--- config.mk ---
export PLATFORM = sky130hd
export DESIGN_NAME = io_responder
export DESIGN_NICKNAME = d
export VERILOG_FILES = /design/src/rtl/io_responder_pkg.sv /design/src/rtl/byte_fifo.sv /design/src/rtl/io_responder.sv
export SDC_FILE = /design/constraint.sdc
export NUM_CORES = 1
export LEC_CHECK = 0
export ABC_CLOCK_PERIOD_IN_PS = 3850
export BUFFER_PORTS_ARGS = -buffer_cell sky130_fd_sc_hd__buf_2
export CAP_MARGIN = 20
export CORE_UTILIZATION = 46
export CTS_CLUSTER_DIAMETER = 150
export CTS_CLUSTER_SIZE = 30
export DETAILED_ROUTE_END_ITERATION = 7
export GPL_TIMING_DRIVEN = 0
export PLACE_DENSITY_LB_ADDON = 0.3
export SYNTH_ARGS = -nofsm -noshare
export SYNTH_HDL_FRONTEND = slang
export SYNTH_SLANG_ARGS = --single-unit
export TNS_END_PERCENT = 100
--- constraint.sdc ---
create_clock -name clk_in -period 3.85 [get_ports clk_in]
set_input_delay 0.77 -clock clk_in [delete_from_list [all_inputs] [get_ports clk_in]]
set_output_delay 0.77 -clock clk_in [all_outputs]
set_load 0.03 [all_outputs]
--- src/rtl/io_responder_pkg.sv ---
// Shared definitions for the I/O responder: bus offsets, FSM encodings, FIFO depth
// and the decoded-access record.
package io_responder_pkg;

   localparam int FIFO_DEPTH_DEFAULT = 16;

   // Byte offsets within the I/O window; offset 4 doubles as the stop/snapshot register.
   localparam logic [2:0] OFF_DATA = 3'd0;
   localparam logic [2:0] OFF_STOP = 3'd4;

   localparam logic [1:0] ST_RUN    = 2'd0;
   localparam logic [1:0] ST_DRAIN  = 2'd1;
   localparam logic [1:0] ST_HALTED = 2'd2;

   typedef struct packed {
      logic       rd;
      logic       wr;
      logic [2:0] off;
   } access_t;

endpackage

--- src/rtl/byte_fifo.sv ---
// Byte-wide synchronous FIFO; a push into a full FIFO is accepted only when a pop
// frees a slot in the same cycle, and a pop of an empty FIFO is ignored.
module byte_fifo #(
   parameter int DEPTH = 16
) (
   input  logic                     clk,
   input  logic                     rst_n,
   input  logic                     push,
   input  logic                     pop,
   input  logic [7:0]               din,
   output logic [7:0]               dout,
   output logic                     full,
   output logic                     empty,
   output logic [$clog2(DEPTH):0]   count
);

   localparam int AW    = $clog2(DEPTH);
   localparam int CNT_W = AW + 1;

   logic [7:0]    mem [DEPTH];
   logic [AW-1:0] wr_ptr;
   logic [AW-1:0] rd_ptr;
   logic          push_ok;
   logic          pop_ok;

   assign empty   = (count == '0);
   assign full    = (count == CNT_W'(DEPTH));
   assign pop_ok  = pop & ~empty;
   assign push_ok = push & (~full | pop_ok);
   assign dout    = mem[rd_ptr];

   always_ff @(posedge clk or negedge rst_n) begin
      if (!rst_n) begin
         wr_ptr <= '0;
         rd_ptr <= '0;
         count  <= '0;
      end else begin
         if (push_ok) wr_ptr <= wr_ptr + 1'b1;
         if (pop_ok)  rd_ptr <= rd_ptr + 1'b1;
         case ({push_ok, pop_ok})
            2'b10:   count <= count + 1'b1;
            2'b01:   count <= count - 1'b1;
            default: count <= count;
         endcase
      end
   end

   // Storage needs no reset: contents are only visible through count/pointers.
   always_ff @(posedge clk) begin
      if (push_ok) mem[wr_ptr] <= din;
   end

endmodule

--- src/rtl/io_responder.sv ---
// Memory-mapped I/O responder: UART rx/tx byte FIFOs, a free-running cycle counter
// with a read snapshot, and a RUN/DRAIN/HALTED stop sequence.
module io_responder
   import io_responder_pkg::*;
#(
   parameter int FIFO_DEPTH = FIFO_DEPTH_DEFAULT
) (
   input  logic        clk_in,
   input  logic        rst_in,
   input  logic        rdy_in,
   input  logic        io_sel,
   input  logic [31:0] mem_addr,
   input  logic        mem_wr,
   input  logic [7:0]  mem_dout,
   output logic [7:0]  io_din,
   input  logic        rx_valid,
   input  logic [7:0]  rx_data,
   output logic        rx_ready,
   output logic        tx_valid,
   output logic [7:0]  tx_data,
   input  logic        tx_ready,
   output logic        tx_full,
   output logic        program_stop,
   output logic [1:0]  fsm_state
);

   localparam int CW = $clog2(FIFO_DEPTH) + 1;

   // Handshakes: a FIFO transfer happens on a rising edge where valid and ready are both high.
   logic [1:0]    state;
   logic [31:0]   cycle_cnt;
   logic [31:0]   hold;
   access_t       acc;
   logic          stop_wr;
   logic          tx_push;
   logic [7:0]    tx_din;
   logic          tx_empty;
   logic          rx_push;
   logic          rx_pop;
   logic [7:0]    rx_dout;
   logic          rx_empty;
   logic          rx_full;
   logic [7:0]    rd_data;
   logic [CW-1:0] tx_count;
   logic [CW-1:0] rx_count;
   logic          unused_bits;

   always_comb begin
      acc.off = mem_addr[2:0];
      acc.rd  = rdy_in & io_sel & ~mem_wr;
      acc.wr  = rdy_in & io_sel & mem_wr & (state == ST_RUN);
   end

   assign stop_wr  = acc.wr & (acc.off == OFF_STOP);
   assign tx_push  = (acc.wr & (acc.off == OFF_DATA) & (mem_dout != 8'h00)) | stop_wr;
   assign tx_din   = stop_wr ? 8'h00 : mem_dout;
   assign rx_pop   = acc.rd & (acc.off == OFF_DATA);
   assign rx_push  = rx_valid & rx_ready;

   assign tx_valid     = ~tx_empty;
   assign rx_ready     = ~rx_full;
   assign program_stop = (state == ST_HALTED);
   assign fsm_state    = state;
   assign unused_bits  = ^{mem_addr[31:3], tx_count, rx_count};

   always_comb begin
      rd_data = 8'h00;
      case (acc.off)
         OFF_DATA: rd_data = rx_empty ? 8'h00 : rx_dout;
         OFF_STOP: rd_data = cycle_cnt[7:0];
         3'd5:     rd_data = hold[15:8];
         3'd6:     rd_data = hold[23:16];
         3'd7:     rd_data = hold[31:24];
         default:  rd_data = 8'h00;
      endcase
   end

   always_ff @(posedge clk_in or negedge rst_in) begin
      if (!rst_in) begin
         io_din    <= 8'h00;
         cycle_cnt <= 32'd0;
         hold      <= 32'd0;
         state     <= ST_RUN;
      end else begin
         if (rdy_in) cycle_cnt <= cycle_cnt + 32'd1;
         if (acc.rd) begin
            io_din <= rd_data;
            if (acc.off == OFF_STOP) hold <= cycle_cnt;
         end
         case (state)
            ST_RUN:   if (stop_wr) state <= ST_DRAIN;
            ST_DRAIN: if (tx_empty) state <= ST_HALTED;
            default:  state <= ST_HALTED;
         endcase
      end
   end

   byte_fifo #(.DEPTH(FIFO_DEPTH)) u_tx_fifo (
      .clk   (clk_in),
      .rst_n (rst_in),
      .push  (tx_push),
      .pop   (tx_valid & tx_ready),
      .din   (tx_din),
      .dout  (tx_data),
      .full  (tx_full),
      .empty (tx_empty),
      .count (tx_count)
   );

   byte_fifo #(.DEPTH(FIFO_DEPTH)) u_rx_fifo (
      .clk   (clk_in),
      .rst_n (rst_in),
      .push  (rx_push),
      .pop   (rx_pop),
      .din   (rx_data),
      .dout  (rx_dout),
      .full  (rx_full),
      .empty (rx_empty),
      .count (rx_count)
   );

endmodule

* Yosys cells after proc, flatten, opt, wreduce, memory -nomap -nowiden
Memory sizes are Yosys's and may differ from the RTL's.
Index checks and enable logic that the tools add are counted.
** Operators by class
- $add $sub $neg :: 9
- Eq/ne operators :: 14
- Mux-type cells :: 12
- Bitwise logic cells :: 22
- Reductions and logical operators :: 9
** Operators by type and width (count)
- case mux 8 bit (5 select lines) :: 1
- adder 32 x 1 -> 32 bit (second input constant) :: 1
- case mux 5 bit (2 select lines) :: 2
- adder 4 x 1 -> 4 bit (second input constant) :: 4
- 2-to-1 mux 8 bit :: 2
- AND 1 bit :: 14
- equality test 3 bit (second input constant) :: 4
- adder 5 x 1 -> 5 bit (second input constant) :: 2
- equality test 5 bit (second input constant) :: 2
- logical NOT 5 bit :: 2
- subtractor 5 x 1 -> 5 bit (second input constant) :: 2
- nonzero test 8 bit :: 1
- equality test 2 x 1 -> 1 bit (second input constant) :: 3
- equality test 2 bit (second input constant) :: 3
- inverter 1 bit :: 5
- 2-to-1 mux 1 bit :: 4
- 2-to-1 mux 2 bit :: 2
- case mux 2 bit (2 select lines) :: 1
- AND reduction 2 bit :: 2
- nonzero test 2 bit :: 2
- logical NOT 3 bit :: 1
- bitwise OR 1 bit :: 3
- logical NOT 2 bit :: 1
- != test 2 x 1 -> 1 bit (second input constant) :: 1
- != test 2 bit (second input constant) :: 1
** Storage, ports and cells
- Flip-flop bits (word level) :: 100
- Memory bits (writable) :: 256
- Bits of input ports :: 55
- Output and inout bits :: 22
- Logic and storage cells :: 78
- Memories :: 2
** Memories
- u_rx_fifo.mem :: depth 16, bits a word 8, read ports 1, clocked after memory_dff 0, wr ports 1, RTL line byte_fifo.sv:20 : logic [7:0] mem [DEPTH];
- u_tx_fifo.mem :: depth 16, bits a word 8, read ports 1, clocked after memory_dff 0, wr ports 1, RTL line byte_fifo.sv:20

* Logic depth before layout (Yosys ltp)
Gate-level depths: netlist of the first run.
- Depth in word-level cells :: 9
- Mapped depth :: 14
- Depth with buffers taken out :: 12

* Modules after synthesis
A second synthesis of the first run with hierarchy kept.
** Unflattened totals
- Cell total of the unflattened synthesis :: 857
- Area total of the unflattened synthesis :: 14731.6 um2
** Modules (own cells, without submodules)
- byte_fifo (u_rx_fifo) :: instances 1, cells each 306, area an instance 5835.6 um2, seq. area each 4169.0 um2
- byte_fifo (u_tx_fifo) :: instances 1, cells each 306, area an instance 5789.3 um2, seq. area each 4169.0 um2
- io_responder :: instances 1, cells each 245, area an instance 3106.7 um2, seq. area each 1651.6 um2

* Worst setup path before layout of the first run
Ideal clock, no wire load.
- Path type :: input-to-reg
- Start point :: in mem_addr[1]
- End point :: reg u_rx_fifo.count[4]
- Setup time :: 0.079 ns
- Arrival :: 3.336 ns
- Data required time :: 3.771 ns
- Path slack :: 0.435 ns
- Stages :: 13
- Path buffers :: 3
- Cell sequence :: clkbuf_1 > nor3_1 > nor3b_1 > buf_2 > ha_1 > clkbuf_1 > xor2_1 > ha_1 > inv_1 > o21ai_0 > a21o_1 > a221oi_1 > xor2_1
** Between the ends
- Word-level cells in the longest chain between the ends :: 7
- Elaborated cells on any way between the ends :: 9
- Classes of those cells :: eq/ne: 2; mux: 1; bitwise: 4; reduce/logical: 2
** Ends and longest elaborated chain
- start: declaration :: RTL line io_responder.sv:12 : input logic [31:0] mem_addr,
- logical NOT 3 bit (*) :: RTL line io_responder.sv:57 : assign rx_pop = acc.rd & (acc.off == OFF_DATA);
- AND 1 bit (*) :: RTL line io_responder.sv:57
- AND 1 bit (*) :: RTL line byte_fifo.sv:28 : assign pop_ok = pop & ~empty;
- net u_rx_fifo.pop_ok :: RTL line byte_fifo.sv:24 : logic pop_ok;
- bitwise OR 1 bit :: RTL line byte_fifo.sv:29 : assign push_ok = push & (~full | pop_ok);
- AND 1 bit :: RTL line byte_fifo.sv:29
- equality test 2 x 1 -> 1 bit or equality test 2 bit (tied branches) :: RTL line byte_fifo.sv:40 : case ({push_ok, pop_ok})
- case mux 5 bit (2 select lines) or nonzero test 2 bit (tied branches)
- end signal: assignment :: RTL line byte_fifo.sv:41 : 2'b10: count <= count + 1'b1;
- end signal: assignment :: RTL line byte_fifo.sv:42 : 2'b01: count <= count - 1'b1;
- end signal: assignment :: RTL line byte_fifo.sv:43 : default: count <= count;
- end: declaration :: RTL line byte_fifo.sv:14 : output logic [$clog2(DEPTH):0] count
The timed path passes the listed nets; every way through them passes the cells marked *.
A chain may end at the register's enable or synchronous reset.

* Worst setup path in the final report of the first run
- Start point :: reg u_tx_fifo.rd_ptr[1]
- End point :: out tx_data[6]
** Between the ends
- Word-level cells in the longest chain between the ends :: 1
** Ends and longest elaborated chain
- start: declaration :: RTL line byte_fifo.sv:22 : logic [AW-1:0] rd_ptr;
- start signal: assignment :: RTL line byte_fifo.sv:39 : if (pop_ok) rd_ptr <= rd_ptr + 1'b1;
- memory read (16 x 8 bit)
- end: declaration :: RTL line io_responder.sv:20 : output logic [7:0] tx_data,
Every way passes these cells.

==> flow_metrics.env, run 1 <==
export IMPL_grt_pass1_wl_um=42100
export IMPL_syn_area_sq_um=14300
export IMPL_drt_iter0_markers=487
export IMPL_die_h_um=179
export IMPL_clock_sinks=348
export IMPL_port_buffers=46
export IMPL_hold_path_class="in2async"
export IMPL_drive_above_1_share=0.227
export IMPL_yosysTopAreaCell="edfxtp_1"
export IMPL_yosys_warnings=0
export IMPL_cts_buffers=15
export IMPL_n_antenna_cell=0
export IMPL_ys_types=47
export IMPL_cellPowerDensity_nw_per_um2=484
export IMPL_wire_per_inst_um=21.6
export IMPL_power_switching_w=0.00196
export IMPL_cts_hold_buf=0
export IMPL_antenna_found_initial=0
export IMPL_nets=943
export IMPL_drt_wl_total_um=27600
export IMPL_critPathKind="reg2out"
export IMPL_cp_slowest_cell="clkbuf_1"
export IMPL_ant_nets=0
export IMPL_yosysMostFrequentCell="edfxtp_1"
export IMPL_finalSetupViolCount=0
export IMPL_end_kind="output port"
export IMPL_fp_row_count=64
export IMPL_hold_viol_final=0
export IMPL_async_flop_share=0.264
export IMPL_clock_skew_ns=0.0220
export IMPL_htreeDepth=1
export IMPL_start_kind="flip-flop"
export IMPL_grt_pass1_vias=7100
export IMPL_swShare=0.259
export IMPL_pwr_share_comb=0.164
export IMPL_reg2reg_setup_slack_ns=0.69
export IMPL_die_x_um=179
export IMPL_cpPeakStageDelay_ns=0.57
export IMPL_finalCriticalPeriod_ns=3.69
export IMPL_synth_nets=874
export IMPL_clk_latency_ns=0.52
export IMPL_p_int_w=0.00558
export IMPL_fmax_mhz=271
export IMPL_avgSynthCellArea_sq_um=17.9
export IMPL_synthToLayoutAreaGrowth_pct=8.68
export IMPL_rr_endpoint="u_rx_fifo.count[4]"
export IMPL_leakagePower_nw=5.57
export IMPL_fin_util=0.509
export IMPL_ioPinCount=77
export IMPL_path_clk_slew_ns=0.12
export IMPL_cp_data_required_time_ns=3.08
export IMPL_path_max_fanout=10
export IMPL_rsz0062_at_grt="no"
export IMPL_drc=0
export IMPL_overflow=0
export IMPL_synth_top_area_share=0.536
export IMPL_p_seq_frac=0.587
export IMPL_clkPwrFrac=0.249
export IMPL_vdd_drop_max_uv=416
export IMPL_track_usage=0.179
export IMPL_final_max_slew_viol_count=0
export IMPL_initial_utilization=0.469
export IMPL_yosys_top_cells_area="edfxtp_1 (54%), dfrtp_1 (16%), mux4_2 (12%)"
export IMPL_stdcell_area_sq_um=15600
export IMPL_coreArea_sq_um=30600
export IMPL_synthCells=800
export IMPL_grt_max_degree=70
export IMPL_ys_seq_area_frac=0.697
export IMPL_dr_pass1_iters=5
export IMPL_cts_tree="done"
export IMPL_gp_congestion=0.798
export IMPL_clockBufferDepth=3
export IMPL_relSlewSlack=0.344
export IMPL_ys_top_cells_by_count="edfxtp_1 (256), dfrtp_1 (92), mux4_2 (79)"
export IMPL_via_per_inst=5.57
export IMPL_reg2reg_depth=13
export IMPL_status="completed"
export IMPL_dieArea_sq_um=31900
export IMPL_cts_root_buffer="clkbuf_16"
export IMPL_worstReg2RegStart="u_rx_fifo.count[2]"
export IMPL_cp_cell_sequence="clkbuf_1 > clkbuf_1 > mux4_2 > mux4_2 > buf_2"
export IMPL_arrival_ns=2.92
export IMPL_post_cts_buffers=0
export IMPL_synth_edf_count=256
export IMPL_fillers=2505
export IMPL_fin_crit_sh=0.957
export IMPL_dominantRegCellSynth="edfxtp_1"
export IMPL_max_cap_violations=0
export IMPL_worst_slew_pin_slew_ns=0.978
export IMPL_dp_hpwl_um=18900
export IMPL_post_dp_cell_area_sq_um=15100
export IMPL_ys_seq_elements=348
export IMPL_vias=7098
-- worst max path at each step --
stage | start | endpoint | slack [ns] | cells after the start
3_5_place_dp | mem_addr[0] | u_rx_fifo.count[4] | -0.29 | 14
4_1_cts | u_tx_fifo.rd_ptr[1] | tx_data[3] | 0.08 | 5
3_3_place_gp | mem_addr[1] | u_rx_fifo.count[4] | -0.25 | 14
5_1_grt | u_tx_fifo.rd_ptr[1] | tx_data[0] | 0.005 | 5
6_report | u_tx_fifo.rd_ptr[1] | tx_data[6] | 0.16 | 5
2_1_floorplan | mem_addr[1] | u_rx_fifo.count[4] | 0.43 | 13
-- worst max-delay path, delay by kind of cell (launching register included) --
kind     cells  cell delay [ns]
flops        1             0.37
mux          2             0.94
buf+inv      3             1.09
-- layout make-up --
type	instances	area (sq um)	area share
Inverter	9	33.8	0.00217
Clock buffer	24	409	0.0263
Timing Repair Buffer	53	300	0.0193
Tap cell	396	495	0.0318
Buffer	36	156	0.0100
Clock inverter	2	25.0	0.00161
Sequential cell	348	9990	0.641
Multi-Input combinational cell	406	4170	0.267
-- sequential cells by signal (all words and copies together), names as in the netlist --
name              cells
u_tx_fifo.count       5
u_tx_fifo.rd_ptr      4
hold                 24
u_rx_fifo.mem       128
u_rx_fifo.rd_ptr      4
u_rx_fifo.wr_ptr      4
io_din                8
cycle_cnt            32
u_tx_fifo.wr_ptr      4
u_tx_fifo.mem       128
fsm_state             2
u_rx_fifo.count       5
-- logic make-up (layout without fill, tap and decap cells) --
| kind of cell | after synthesis | after routing | synth area share |
|---|---|---|---|
| flip-flops | 348 | 348 | 0.697 |
| buffers and inverters | 46 | 124 | 0.0134 |
| multiplexers | 111 | 111 | 0.150 |
| XOR/XNOR | 52 | 52 | 0.0318 |
| AO/OA/AOI/OAI | 46 | 46 | 0.0236 |
| adder cells (fa/ha/maj) | 19 | 19 | 0.0171 |
| AND/OR/NAND/NOR | 178 | 178 | 0.0669 |
-- layer usage --
layer,global-route usage,wire length (um),vias to the layer above
li1,-,-,3248
met1,0.248,12300,3714
met2,0.307,14000,113
met3,0.0213,881,23
met4,0.0357,394,0
met5,0,0,-
-- metrics by stage --
| stage | power (W) | hold WS, ns | setup TNS, ns | setup slack [ns] | std cells |
|---|---|---|---|---|---|
| 2_1_floorplan | 0.00537 | 0.442 | 0 | 0.435 | 800 |
| 3_3_place_gp | 0.00573 | 0.471 | -0.253 | -0.248 | 1242 |
| 3_5_place_dp | 0.00577 | 0.478 | -0.312 | -0.288 | 1249 |
| 4_1_cts | 0.00762 | 0.159 | 0 | 0.0769 | 1274 |
| 5_1_grt | 0.00785 | 0.161 | 0 | 0.00473 | 1274 |
| 6_report | 0.00754 | 0.150 | 0 | 0.164 | 1274 |
-- power by group through the flow --
stage / clock, W / combinational (W) / sequential [W]
2_1_floorplan: 0 / 0.000877 / 0.00449
3_3_place_gp: 0 / 0.00123 / 0.00450
3_5_place_dp: 0 / 0.00126 / 0.00451
4_1_cts: 0.00192 / 0.00127 / 0.00443
5_1_grt: 0.00203 / 0.00136 / 0.00445
6_report: 0.00188 / 0.00123 / 0.00443
-- layout by cell type (no fill, tap or decap), types with 16 or more instances in the layout --
| cell | count |
|---|---|
| a22oi_1 | 16 |
| and3_1 | 16 |
| buf_2 | 55 |
| clkbuf_1 | 28 |
| dfrtp_1 | 92 |
| edfxtp_1 | 256 |
| ha_1 | 18 |
| mux2_2 | 27 |
| mux4_2 | 79 |
| nand2_1 | 48 |
| nor2_1 | 35 |
| xnor2_1 | 37 |
-- timing repair --
action                                 4_1_cts  5_1_grt
endpoints found under the hold margin        0        0
gates resized for setup                      1        1
setup endpoints to repair                    1        1
(Power assumes the default switching activity.)
==> run 2: changes to the inputs <==
--- a/config.mk
+++ b/config.mk
@@ -5,7 +5,7 @@
 export SDC_FILE = /design/constraint.sdc
 export NUM_CORES = 1
 export LEC_CHECK = 0
-export ABC_CLOCK_PERIOD_IN_PS = 3850
+export ABC_CLOCK_PERIOD_IN_PS = 3700
 export BUFFER_PORTS_ARGS = -buffer_cell sky130_fd_sc_hd__buf_2
 export CAP_MARGIN = 20
 export CORE_UTILIZATION = 46
==> constraint.sdc (replaced) <==
create_clock -name clk_in -period 3.7 [get_ports clk_in]
set_input_delay 0.74 -clock clk_in [delete_from_list [all_inputs] [get_ports clk_in]]
set_output_delay 0.74 -clock clk_in [all_outputs]
set_load 0.03 [all_outputs]
==> flow_metrics.env, run 2 (synthesis gave the netlist of run 1 again) <==
export IMPL_htreeDepth=1
export IMPL_vias=7080
export IMPL_grt_met2_usage=0.307
export IMPL_cpPeakStageDelay_ns=0.63
export IMPL_worstReg2RegStart="u_rx_fifo.count[2]"
export IMPL_reg2reg_setup_slack_ns=0.54
export IMPL_cp_data_required_time_ns=2.96
export IMPL_nets=943
export IMPL_drc=0
export IMPL_status="completed"
export IMPL_cp_slowest_cell="dfrtp_1"
export IMPL_path_max_fanout=10
export IMPL_drt_iter0_markers=486
export IMPL_die_h_um=179
export IMPL_hold_viol_final=0
export IMPL_fillers=2507
export IMPL_start_kind="flip-flop"
export IMPL_cpMostUsedCell="mux4_2"
export IMPL_ant_nets=0
export IMPL_gp_congestion=0.798
export IMPL_dp_hpwl_um=18900
export IMPL_ioPinCount=77
export IMPL_finalCriticalPeriod_ns=3.54
export IMPL_grt_pass1_vias=7100
export IMPL_port_buffers=46
export IMPL_worst_slew_pin_slew_ns=0.964
export IMPL_max_cap_violations=0
export IMPL_cts_buffers=15
export IMPL_top_usage_layer="met2"
export IMPL_post_cts_buffers=0
export IMPL_antenna_found_initial=0
export IMPL_clk_latency_ns=0.52
export IMPL_fmax_mhz=282
export IMPL_overflow=0
export IMPL_layout_area_seq_sq_um=9990
export IMPL_n_antenna_cell=0
export IMPL_rr_endpoint="u_rx_fifo.count[4]"
export IMPL_grt_max_degree=70
export IMPL_rsz0062_at_grt="no"
export IMPL_reg2reg_depth=13
export IMPL_place_ws_ns=-0.408
export IMPL_grt_pass1_wl_um=42100
export IMPL_end_kind="output port"
export IMPL_gr_usage_met3=0.0213
export IMPL_cts_tree="done"
export IMPL_critPathKind="reg2out"
export IMPL_leakagePower_nw=5.58
export IMPL_coreArea_sq_um=30600
export IMPL_fin_crit_sh=0.958
export IMPL_clock_skew_ns=0.0220
export IMPL_relSlewSlack=0.354
export IMPL_cellPowerDensity_nw_per_um2=503
export IMPL_track_usage=0.179
export IMPL_dieArea_sq_um=31900
export IMPL_via_per_inst=5.56
export IMPL_crit_start="u_tx_fifo.rd_ptr[0]"
export IMPL_die_x_um=179
export IMPL_fp_row_count=64
export IMPL_path_clk_slew_ns=0.12
export IMPL_vdd_drop_max_uv=433
export IMPL_holdWs_ns=0.120
export IMPL_dr_pass1_iters=5
export IMPL_worstSetupEndpoint="tx_data[3]"
export IMPL_final_max_slew_viol_count=0
export IMPL_arrival_ns=2.80
export IMPL_mostFrequentLayoutCell="edfxtp_1"
export IMPL_finalSetupViolCount=0
export IMPL_drive_above_1_share=0.230
export IMPL_fin_ws_ns=0.155
export IMPL_drt_wl_total_um=27500
export IMPL_final_cell_mix="edfxtp_1 (256), dfrtp_1 (92), mux4_2 (79)"
export IMPL_cp_cell_sequence="clkbuf_4 > mux4_2 > mux4_2 > buf_2"
export IMPL_wire_per_inst_um=21.6
export IMPL_clockBufferDepth=3
export IMPL_hold_path_class="in2async"
export IMPL_reg_largest_list="u_rx_fifo.mem (128), u_tx_fifo.mem (128), cycle_cnt (32)"
export IMPL_grt_util_met1=0.248
export IMPL_initial_utilization=0.469
export IMPL_clock_sinks=348
export IMPL_synthToLayoutAreaGrowth_pct=8.74
export IMPL_multi_input_area_sq_um=4170
export IMPL_cts_root_buffer="clkbuf_16"
-- run 2: cell types whose count changed in the layout (fill, tap and decap cells not counted) --
cell / before / now
clkbuf_2: 0 / 3
buf_2: 55 / 53
clkbuf_1: 28 / 26
clkbuf_4: 0 / 2
buf_1: 7 / 6
-- run 2: power breakdown --
part	total [W]	switching (W)	leakage [nW]	internal, W
Combinational	0.00128	0.000714	1.84	0.000570
Sequential	0.00461	0.000157	3.53	0.00445
Clock	0.00195	0.00116	0.207	0.000791
Total	0.00784	0.00203	5.58	0.00581
-- run 2: timing repair --
item,CTS,global route
gates resized for setup,2,6
endpoints found under the setup margin,8,9
hold buffers,0,0
gates cloned,0,0
-- run 2: how the worst min path moves through the flow --
stage	to	slack [ns]
6_report	u_tx_fifo.rd_ptr[3]	0.12
5_1_grt	u_tx_fifo.rd_ptr[3]	0.13
4_1_cts	u_tx_fifo.rd_ptr[3]	0.13
3_5_place_dp	cycle_cnt[28]	0.48
3_3_place_gp	hold[13]	0.47
2_1_floorplan	cycle_cnt[0]	0.44
-- run 2: metrics by stage --
step / cell area (sq um) / total power [W] / std cells / utilization / setup TNS, ns
after detailed placement: 15100 / 0.00601 / 1249 / 0.495 / -0.552
after global placement: 15100 / 0.00596 / 1242 / 0.492 / -0.493
final: 15600 / 0.00784 / 1274 / 0.509 / 0
after global routing: 15600 / 0.00816 / 1274 / 0.509 / 0
after CTS: 15600 / 0.00793 / 1274 / 0.509 / 0
after floorplan: 14300 / 0.00559 / 800 / - / 0
-- run 2: cell type report --
class	instances	area share
buffer	36	0.0106
clock inverter	2	0.00161
inverter	9	0.00217
tap	396	0.0318
clock buffer	24	0.0263
multi-input combinational	406	0.267
sequential	348	0.641
timing repair buffer	53	0.0193
-- run 2: worst max-delay path, delay by kind of cell, from the launching register on --
kind | cells | cell delay [ns]
flip-flops | 1 | 0.63
buffers and inverters | 2 | 0.57
multiplexers | 2 | 1.09
-- run 2: per-layer routing --
metal  wire length, um  part of all wire  vias up
met1             12200              0.44     3698
met4               394             0.014        0
met2             14100              0.51      111
li1                  -                 -     3248
met5                 0                 0        -
met3               844             0.031       23
==> run 3: changes to the inputs <==
--- a/config.mk
+++ b/config.mk
@@ -14,6 +14,7 @@
 export DETAILED_ROUTE_END_ITERATION = 7
 export GPL_TIMING_DRIVEN = 0
 export PLACE_DENSITY_LB_ADDON = 0.3
+export RECOVER_POWER = 100
 export SYNTH_ARGS = -nofsm -noshare
 export SYNTH_HDL_FRONTEND = slang
 export SYNTH_SLANG_ARGS = --single-unit
==> flow_metrics.env, run 3 (synthesis gave the netlist of run 1 again) <==
export IMPL_status="complete, but fails checks"
export IMPL_violations="max-capacitance violations, max-slew violations"
export IMPL_vdd_drop_max_uv=433
export IMPL_leakagePower_nw=5.43
export IMPL_cpPeakStageDelay_ns=0.62
export IMPL_nets=943
export IMPL_cellPowerDensity_nw_per_um2=505
export IMPL_clock_skew_ns=0.0225
export IMPL_fmax_mhz=282
export IMPL_stdcell_area_sq_um=15500
export IMPL_cts_hold_buf=0
export IMPL_hold_viol_final=0
export IMPL_path_max_fanout=10
export IMPL_relSlewSlack=-0.145
export IMPL_fp_row_count=64
export IMPL_cts_buffers=15
export IMPL_dr_pass1_iters=5
export IMPL_antenna_found_initial=0
export IMPL_final_cell_mix="edfxtp_1 (256), dfrtp_1 (92), mux4_2 (79)"
export IMPL_dp_hpwl_um=18900
export IMPL_grt_pass1_vias=7100
export IMPL_rsz0062_at_grt="no"
export IMPL_final_max_slew_viol_count=70
export IMPL_crit_family="multiplexers"
export IMPL_overflow=0
export IMPL_clockBufferDepth=3
export IMPL_drt_wl_total_um=27500
export IMPL_clock_sinks=348
export IMPL_cp_slowest_cell="dfrtp_1"
export IMPL_track_usage=0.179
export IMPL_critPathKind="reg2out"
export IMPL_coreArea_sq_um=30600
export IMPL_arrival_ns=2.80
export IMPL_wire_per_inst_um=21.6
export IMPL_cpMostUsedCell="mux4_2"
export IMPL_reg_largest_list="u_rx_fifo.mem (128), u_tx_fifo.mem (128), cycle_cnt (32)"
export IMPL_grt_max_degree=70
export IMPL_mostFrequentLayoutCell="edfxtp_1"
export IMPL_fin_util=0.505
export IMPL_path_clk_slew_ns=0.11
export IMPL_dieArea_sq_um=31900
export IMPL_max_cap_violations=1
export IMPL_drc=0
export IMPL_post_cts_buffers=0
export IMPL_cp_data_required_time_ns=2.96
export IMPL_vias=7102
export IMPL_path_buf_inv=2
export IMPL_n_antenna_cell=0
export IMPL_clk_latency_ns=0.52
export IMPL_ioPinCount=77
export IMPL_finalCriticalPeriod_ns=3.54
export IMPL_drive_above_1_share=0.183
export IMPL_synthToLayoutAreaGrowth_pct=7.87
export IMPL_reg2reg_setup_slack_ns=0.53
export IMPL_die_x_um=179
export IMPL_cts_tree="done"
export IMPL_port_buffers=46
export IMPL_cp_cell_sequence="clkbuf_4 > mux4_2 > mux4_2 > clkbuf_2"
export IMPL_drt_iter0_markers=476
export IMPL_initial_utilization=0.469
export IMPL_cts_root_buffer="clkbuf_16"
export IMPL_holdWs_ns=0.413
export IMPL_fin_crit_sh=0.957
export IMPL_finalSetupViolCount=0
export IMPL_htreeDepth=1
export IMPL_via_per_inst=5.57
export IMPL_hold_path_class="in2reg"
export IMPL_post_dp_cell_area_sq_um=15100
export IMPL_end_kind="output port"
export IMPL_start_kind="flip-flop"
export IMPL_grt_pass1_wl_um=42100
export IMPL_die_h_um=179
export IMPL_tns_ns=0
export IMPL_worst_slew_pin_slew_ns=1.72
export IMPL_gp_congestion=0.798
export IMPL_ant_nets=0
run 3: worst paths after layout:
path,start,endpoint,cells past startpoint
setup / recovery,u_tx_fifo.rd_ptr[0],tx_data[3],4
hold / removal,rdy_in,cycle_cnt[0],2
setup reg to reg,u_rx_fifo.count[2],u_rx_fifo.count[4],13
hold reg to reg,u_rx_fifo.count[4],u_rx_fifo.count[4],1
max in group asynchronous,rst_in,cycle_cnt[6],2
min in group asynchronous,rst_in,u_tx_fifo.rd_ptr[3],1
run 3: layout make-up:
cell class | instances | area [sq um]
fillers | 2539 | 15100
plain buffers | 36 | 160
multi-input cells | 406 | 4120
flip-flops and latches | 348 | 9990
inverters | 9 | 33.8
clock inverters | 2 | 25.0
well taps | 396 | 495
repair buffers | 53 | 228
clock buffers | 24 | 409
run 3: power breakdown:
| group | switching [W] | leakage (nW) | internal (W) |
|---|---|---|---|
| clock network | 0.00116 | 0.207 | 0.000791 |
| registers | 0.000149 | 3.53 | 0.00445 |
| logic | 0.000711 | 1.69 | 0.000551 |
run 3: worst register-to-register path, delay by kind of cell (launching register included):
family	cells	cell delay (ns)
buffers and inverters	3	0.67
AND/OR/NAND/NOR	3	0.65
AO/OA/AOI/OAI	3	0.60
flip-flops	1	0.47
adder cells (fa/ha/maj)	2	0.45
XOR/XNOR	2	0.28
run 3: stage by stage:
stage | total power (W) | worst slack, ns | cells
2_1_floorplan | 0.00559 | 0.315 | 800
3_3_place_gp | 0.00596 | -0.368 | 1242
3_5_place_dp | 0.00601 | -0.408 | 1249
4_1_cts | 0.00793 | 0.0258 | 1274
5_1_grt | 0.00814 | 0.0200 | 1274
6_report | 0.00781 | 0.158 | 1274
run 3: timing repair:
item                                   4_1_cts  5_1_grt
setup endpoints to repair                    8        9
endpoints found under the hold margin        0        0
resized for setup                            2        6
run 3: routing by layer:
| layer | vias up | track usage | part of all wire |
|---|---|---|---|
| met3 | 23 | 0.0213 | 0.031 |
| li1 | 3243 | - | - |
| met4 | 0 | 0.0357 | 0.014 |
| met2 | 123 | 0.307 | 0.51 |
| met1 | 3713 | 0.248 | 0.44 |
| met5 | - | 0 | 0 |
